<file path="src/rtl/rv_boot_ctrl_pkg.sv">
// Shared definitions for the rv_core boot/run sequencer: FSM state encoding,
// fail codes and a state classification helper.
package rv_boot_ctrl_pkg;

  typedef enum logic [2:0] {
    ST_IDLE = 3'd0,
    ST_LOAD = 3'd1,
    ST_HOLD = 3'd2,
    ST_RUN  = 3'd3,
    ST_DONE = 3'd4,
    ST_FAIL = 3'd5
  } state_e;

  localparam logic [1:0] FAIL_NONE     = 2'b00;
  localparam logic [1:0] FAIL_TIMEOUT  = 2'b01;
  localparam logic [1:0] FAIL_OVERFLOW = 2'b10;
  localparam logic [1:0] FAIL_CHECKSUM = 2'b11;

  // Resting states are the only ones that accept a new start.
  function automatic logic is_rest(input state_e s);
    return (s == ST_IDLE) || (s == ST_DONE) || (s == ST_FAIL);
  endfunction

endpackage

</file>
<file path="src/rtl/rv_boot_ctrl_timer.sv">
// Saturating cycle counter with synchronous clear/enable and a flag raised
// while the count sits one below a non-zero limit.
module rv_boot_ctrl_timer #(
  parameter int W = 16
) (
  input  logic         clk,
  input  logic         rst,
  input  logic         clr,
  input  logic         en,
  input  logic [W-1:0] limit,
  output logic [W-1:0] count,
  output logic         hit
);

  logic [W-1:0] count_d, count_q;

  // Next count: clear wins over enable, increment stops at all-ones.
  always_comb begin
    count_d = count_q;
    if (clr) begin
      count_d = '0;
    end else if (en && (count_q != '1)) begin
      count_d = count_q + W'(1);
    end else begin
      count_d = count_q;
    end
  end

  // Count register.
  always_ff @(posedge clk or posedge rst) begin
    if (rst) begin
      count_q <= '0;
    end else begin
      count_q <= count_d;
    end
  end

  assign count = count_q;
  assign hit   = (limit != '0) && (count_q == (limit - W'(1)));

endmodule

</file>
<file path="src/rtl/rv_boot_ctrl.sv">
// Boot/run sequencer for rv_core: streams an image into instruction BRAM, holds
// the core in reset, then supervises the run. Option macro: RV_BOOT_CHECKSUM_EN.
module rv_boot_ctrl
  import rv_boot_ctrl_pkg::*;
#(
  parameter int ADDR_W   = 10,
  parameter int DATA_W   = 32,
  parameter int RST_HOLD = 4,
  parameter int BUDGET_W = 16
) (
  input  logic                clk,
  input  logic                rst,
  input  logic                start,
  input  logic                ld_valid,
  output logic                ld_ready,
  input  logic [DATA_W-1:0]   ld_data,
  input  logic                ld_last,
  output logic                mem_we,
  output logic [ADDR_W-1:0]   mem_addr,
  output logic [DATA_W-1:0]   mem_wdata,
  output logic                core_rstn,
  input  logic                core_halt,
  input  logic [BUDGET_W-1:0] run_budget,
  output logic                busy,
  output logic                done,
  output logic                fail,
  output logic [1:0]          fail_code,
  output logic [BUDGET_W-1:0] cycles
);

  localparam logic [ADDR_W-1:0]   ADDR_LAST = '1;
  localparam logic [BUDGET_W-1:0] HOLD_LIM  = BUDGET_W'(RST_HOLD);

  state_e              state_d, state_q;
  logic [ADDR_W-1:0]   addr_d, addr_q;
  logic [BUDGET_W-1:0] budget_d, budget_q;
  logic [1:0]          fail_code_d, fail_code_q;
  logic                mem_we_d, mem_we_q;
  logic [ADDR_W-1:0]   mem_addr_d, mem_addr_q;
  logic [DATA_W-1:0]   mem_wdata_d, mem_wdata_q;
  logic                ld_ready_d, ld_ready_q;
  logic                core_rstn_d, core_rstn_q;
  logic                busy_d, busy_q;
  logic                done_d, done_q;
  logic                fail_d, fail_q;
`ifdef RV_BOOT_CHECKSUM_EN
  logic [DATA_W-1:0]   sum_d, sum_q;
`endif

  logic                beat;
  logic                tmr_clr, tmr_en, tmr_hit;
  logic [BUDGET_W-1:0] tmr_limit, tmr_count;

  assign beat = ld_valid && ld_ready_q;

  // One timer serves both phases: it measures the reset hold, then restarts
  // from zero on entry to RUN so its count is the run cycle count.
  assign tmr_clr   = (start && is_rest(state_q)) || ((state_q == ST_HOLD) && tmr_hit);
  assign tmr_en    = (state_q == ST_HOLD) || (state_q == ST_RUN);
  assign tmr_limit = (state_q == ST_HOLD) ? HOLD_LIM : budget_q;

  rv_boot_ctrl_timer #(.W(BUDGET_W)) u_timer (
    .clk   (clk),
    .rst   (rst),
    .clr   (tmr_clr),
    .en    (tmr_en),
    .limit (tmr_limit),
    .count (tmr_count),
    .hit   (tmr_hit)
  );

  // Sequencer next-state, load datapath and registered output values.
  always_comb begin
    state_d     = state_q;
    addr_d      = addr_q;
    budget_d    = budget_q;
    fail_code_d = fail_code_q;
    mem_we_d    = 1'b0;
    mem_addr_d  = mem_addr_q;
    mem_wdata_d = mem_wdata_q;
`ifdef RV_BOOT_CHECKSUM_EN
    sum_d       = sum_q;
`endif
    case (state_q)
      ST_IDLE, ST_DONE, ST_FAIL: begin
        if (start) begin
          state_d     = ST_LOAD;
          addr_d      = '0;
          fail_code_d = FAIL_NONE;
`ifdef RV_BOOT_CHECKSUM_EN
          sum_d       = '0;
`endif
        end else begin
          state_d = state_q;
        end
      end
      ST_LOAD: begin
        if (beat) begin
`ifdef RV_BOOT_CHECKSUM_EN
          // The last beat is a trailer carrying the expected sum, never stored.
          if (ld_last) begin
            if (ld_data == sum_q) begin
              state_d = ST_HOLD;
            end else begin
              state_d     = ST_FAIL;
              fail_code_d = FAIL_CHECKSUM;
            end
          end else begin
            mem_we_d    = 1'b1;
            mem_addr_d  = addr_q;
            mem_wdata_d = ld_data;
            addr_d      = addr_q + ADDR_W'(1);
            sum_d       = sum_q + ld_data;
            if (addr_q == ADDR_LAST) begin
              state_d     = ST_FAIL;
              fail_code_d = FAIL_OVERFLOW;
            end else begin
              state_d = state_q;
            end
          end
`else
          mem_we_d    = 1'b1;
          mem_addr_d  = addr_q;
          mem_wdata_d = ld_data;
          addr_d      = addr_q + ADDR_W'(1);
          if (ld_last) begin
            state_d = ST_HOLD;
          end else if (addr_q == ADDR_LAST) begin
            state_d     = ST_FAIL;
            fail_code_d = FAIL_OVERFLOW;
          end else begin
            state_d = state_q;
          end
`endif
        end else begin
          state_d = state_q;
        end
      end
      ST_HOLD: begin
        if (tmr_hit) begin
          state_d  = ST_RUN;
          budget_d = run_budget;
        end else begin
          state_d = state_q;
        end
      end
      ST_RUN: begin
        if (core_halt) begin
          state_d = ST_DONE;
        end else if (tmr_hit) begin
          state_d     = ST_FAIL;
          fail_code_d = FAIL_TIMEOUT;
        end else begin
          state_d = state_q;
        end
      end
      default: begin
        state_d = ST_IDLE;
      end
    endcase
    ld_ready_d  = (state_d == ST_LOAD);
    core_rstn_d = (state_d == ST_RUN);
    busy_d      = !is_rest(state_d);
    done_d      = (state_d == ST_DONE);
    fail_d      = (state_d == ST_FAIL);
  end

  // State and output registers; reset drops core_rstn without waiting for a clock.
  always_ff @(posedge clk or posedge rst) begin
    if (rst) begin
      state_q     <= ST_IDLE;
      addr_q      <= '0;
      budget_q    <= '0;
      fail_code_q <= FAIL_NONE;
      mem_we_q    <= 1'b0;
      mem_addr_q  <= '0;
      mem_wdata_q <= '0;
      ld_ready_q  <= 1'b0;
      core_rstn_q <= 1'b0;
      busy_q      <= 1'b0;
      done_q      <= 1'b0;
      fail_q      <= 1'b0;
`ifdef RV_BOOT_CHECKSUM_EN
      sum_q       <= '0;
`endif
    end else begin
      state_q     <= state_d;
      addr_q      <= addr_d;
      budget_q    <= budget_d;
      fail_code_q <= fail_code_d;
      mem_we_q    <= mem_we_d;
      mem_addr_q  <= mem_addr_d;
      mem_wdata_q <= mem_wdata_d;
      ld_ready_q  <= ld_ready_d;
      core_rstn_q <= core_rstn_d;
      busy_q      <= busy_d;
      done_q      <= done_d;
      fail_q      <= fail_d;
`ifdef RV_BOOT_CHECKSUM_EN
      sum_q       <= sum_d;
`endif
    end
  end

  assign ld_ready  = ld_ready_q;
  assign mem_we    = mem_we_q;
  assign mem_addr  = mem_addr_q;
  assign mem_wdata = mem_wdata_q;
  assign core_rstn = core_rstn_q;
  assign busy      = busy_q;
  assign done      = done_q;
  assign fail      = fail_q;
  assign fail_code = fail_code_q;
  // Hold-phase counts are internal; only run cycles are reported.
  assign cycles    = (state_q == ST_HOLD) ? '0 : tmr_count;

endmodule

</file>
<file path="config.mk">
export PLATFORM = sky130hd
export DESIGN_NAME = rv_boot_ctrl
export DESIGN_NICKNAME = d
export VERILOG_FILES = /design/src/rtl/rv_boot_ctrl_pkg.sv /design/src/rtl/rv_boot_ctrl_timer.sv /design/src/rtl/rv_boot_ctrl.sv
export SDC_FILE = /design/constraint.sdc
export NUM_CORES = 1
export LEC_CHECK = 0
export BUFFER_PORTS_ARGS = -buffer_cell sky130_fd_sc_hd__buf_2
export CAP_MARGIN = 30
export CORE_MARGIN = 5
export CORE_UTILIZATION = 50
export CTS_CLUSTER_SIZE = 8
export DETAILED_ROUTE_END_ITERATION = 6
export PLACE_DENSITY = 0.84
export SLEW_MARGIN = 40
export SYNTH_ARGS = -nofsm -noshare
export SYNTH_HDL_FRONTEND = slang
export SYNTH_SLANG_ARGS = --single-unit
</file>
<file path="constraint.sdc">
create_clock -name clk -period 5.2 [get_ports clk]
set_input_delay 1.04 -clock clk [delete_from_list [all_inputs] [get_ports clk]]
set_output_delay 1.04 -clock clk [all_outputs]
set_load 0.02 [all_outputs]
</file>
==> out/qor.yml <==
status: "completed"
die_h_um: 110
tns_ns: 0
maxCapViolCount: 0
ys_seq_elements: 95
worstPathCellList: "or3b_1, nand2_1, ha_1, or3b_2, o41ai_1, nor2_1, a311oi_1, nand3_1, nor4_4, or2_1, nor2_1"
synth_top_area_share_pct: 47.3
synth.most_common_cell: "nand2_1"
synth_top_cell_by_area: "dfrtp_1"
synth_cell_types: 65
root_buffer: "clkbuf_8"
dieArea_um2: 12200
grt_max_degree: 65
finalHoldViolCount: 0
fin_crit_ns: 4.11
relSlewSlack_pct: 55.0
cp_data_arrival_time_ns: 4.33
dpl_worst_slack_ns: 1.20
peakVddDrop_uv: 299
synth_area_per_cell_um2: 8.91
grt_util_all_layers_pct: 21.0
p_leak_uw: 0.00304
finalNetCount: 729
power.density_nw_per_um2: 548
setup_ws_ns: 1.09
total_power_uw: 3240
grt_pass1_wl_mm: 20.0
postCtsSetupBuffers: 0
h-tree-depth: 3
cts_resized: 0
rrSetupSlack_ns: 1.09
clk_path_buf_depth: 2
critPathSlowestCell: "dfrtp_1"
dp_hpwl_mm: 9.51
wl_mm: 12.7
grt_pass1_vias: 4193
start_kind: "flop"
cts_inserted_buffers: 9
routedWlPerCell_um: 15.7
coreArea_um2: 9770
layout-drive-gt1-share_pct: 24.1
fillers: 880
rr_worst_depth: 11
hp-start: "mem_addr[7]$_DFFE_PP0P_"
n_antenna_cell: 0
cts_sinks: 95
portBuffers: 119
synth_nets: 622
fp-row-count: 36
cts_hold_buffers: 0
post-route-drc-count: 0
area_delta_synth_final_pct: 17.6
fmax_ghz: 0.244
synthFlopType: "dfrtp_1"
first_pass_iters: 5
synth-edff-count: 0
rsz0062_at_grt: "false"
timing.rr.start: "state_q[1]$_DFF_PP0_"
yosysWarnings: 0
grt_overflow: 0
num_vias: 4376
clk_pin_slew_ns: 0.10
critical_path_buf_inv_count: 0
syn_area_um2: 5020
synth_common_cells: "nand2_1, dfrtp_1, nor2_1"
required_ns: 5.42
max_stage_delay_ns: 0.59
hold_path_class: "reg2reg"
whs_path_depth: 2
start_util_pct: 51.4
worstHoldEndpoint: "mem_addr[7]$_DFFE_PP0P_"
fin_crit_sh_pct: 79.0
setup_viol: 0
cts_tree: "done"
ys_top_cells_by_area: "dfrtp_1, nand2_1, xnor2_1"
utilization_pct: 60.4
fp.dieW_um: 110
clock-skew-final_ns: 0.0144
io_pins: 120
netlist_instances: 564
antenna_left: 0
cp-end-kind: "flop"
clk_latency_ns: 0.37
drt_iter0_markers: 336
synthArstFlopShare_pct: 100
worstPathMaxFanout: 16
crit_top_cell: "nor2_1"
crit_family: "simple AND/OR/NAND/NOR gates"
crit_type: "reg2reg"
yosysSeqAreaShare_pct: 47.3
report.final.slew_viol_count: 0
max_slew.worst_pin.slew_ns: 0.673
r2r_end: "u_timer.count[12]$_DFFE_PP0P_"
vias_per_cell: 5.41
gp_congestion: 0.920
grt_antenna_before_repair: 0
==> worst min-delay path, cell delays in order, from the launching register on <==
cell and delay (ns):
dfrtp_1 0.35, nand2_1 0.05, nand2_1 0.05
==> power by group <==
group | internal (µW) | switching [µW] | total (µW)
clock network | 185 | 287 | 471
registers | 960 | 223 | 1180
logic | 601 | 983 | 1580
total | 1740 | 1490 | 3240
==> per-stage QoR <==
step	hold slack, ns	instances	cell area, µm²
floorplan	0.481	564	5020
global placement	0.452	793	5700
detailed placement	0.458	793	5720
CTS	0.482	809	5910
global route	0.496	809	5910
finish	0.476	809	5910
==> sequential cells by signal, summed over array words and instances, names as in the netlist <==
name / count
mem_wdata: 32
state_q: 3
ld_ready: 1
busy: 1
fail: 1
mem_we: 1
addr_q: 10
fail_code: 2
mem_addr: 10
u_timer.count: 16
budget_q: 16
done: 1
core_rstn: 1
==> layout make-up <==
type / count / area (µm²) / share of cell area, %
multi-input combinational: 427 / 2470 / 41.9
sequential: 95 / 2380 / 40.2
timing repair buffer: 126 / 648 / 11.0
tap: 133 / 166 / 2.82
clock buffer: 9 / 124 / 2.10
clock inverter: 7 / 67.6 / 1.14
inverter: 12 / 50.0 / 0.847
==> cells by family (layout without fill, tap and decap cells) <==
| kind of cell | count (synthesis) | after routing | synth area share, % |
|---|---|---|---|
| buffers and inverters | 42 | 154 | 3.59 |
| AO/OA/AOI/OAI | 61 | 61 | 9.07 |
| XOR/XNOR | 36 | 36 | 6.58 |
| AND/OR/NAND/NOR | 309 | 309 | 28.7 |
| flip-flops | 95 | 95 | 47.3 |
| adder cells (fa/ha/maj) | 4 | 4 | 0.996 |
| multiplexers | 17 | 17 | 3.76 |
==> routing by layer <==
| layer | vias to the layer above | wire length [µm] | GRT usage, % |
|---|---|---|---|
| li1 | 2106 | - | - |
| met4 | 0 | 306 | 8.88 |
| met5 | - | 0 | 0 |
| met2 | 154 | 6340 | 34.7 |
| met1 | 2086 | 5310 | 27.1 |
| met3 | 30 | 753 | 4.14 |
==> how the worst max path moves through the flow <==
stage | from | end | slack [ns] | depth (start not counted)
after global placement | state_q[1]$_DFF_PP0_ | budget_q[6]$_DFFE_PP0P_ | 1.37 | 11
after floorplan | state_q[2]$_DFF_PP0_ | budget_q[10]$_DFFE_PP0P_ | 1.25 | 15
after CTS | state_q[1]$_DFF_PP0_ | u_timer.count[12]$_DFFE_PP0P_ | 1.15 | 11
after global routing | state_q[1]$_DFF_PP0_ | u_timer.count[12]$_DFFE_PP0P_ | 0.81 | 11
after detailed placement | state_q[1]$_DFF_PP0_ | u_timer.count[12]$_DFFE_PP0P_ | 1.20 | 11
final | state_q[1]$_DFF_PP0_ | u_timer.count[12]$_DFFE_PP0P_ | 1.09 | 11
==> layout by cell type, fill, tap and decap left out, types with 4 or more instances in the layout <==
cell      instances
nor3_1            8
nor4_1            6
mux2_2            7
nor3b_1           4
a211oi_1          4
mux2_1            8
xor2_1           12
and3_1            7
ha_1              4
nand4_1           8
nor2_1           48
o21ai_0          15
a22oi_1           4
dfrtp_1          95
buf_2           119
clkbuf_8          9
buf_4             7
clkinv_4          4
xnor2_1          23
nor2b_1           9
nand3_1          11
inv_1            11
and2_1           15
o41ai_1           4
or3_1             7
a21oi_1           8
nand2_1         165
(Power assumes the default switching activity.)
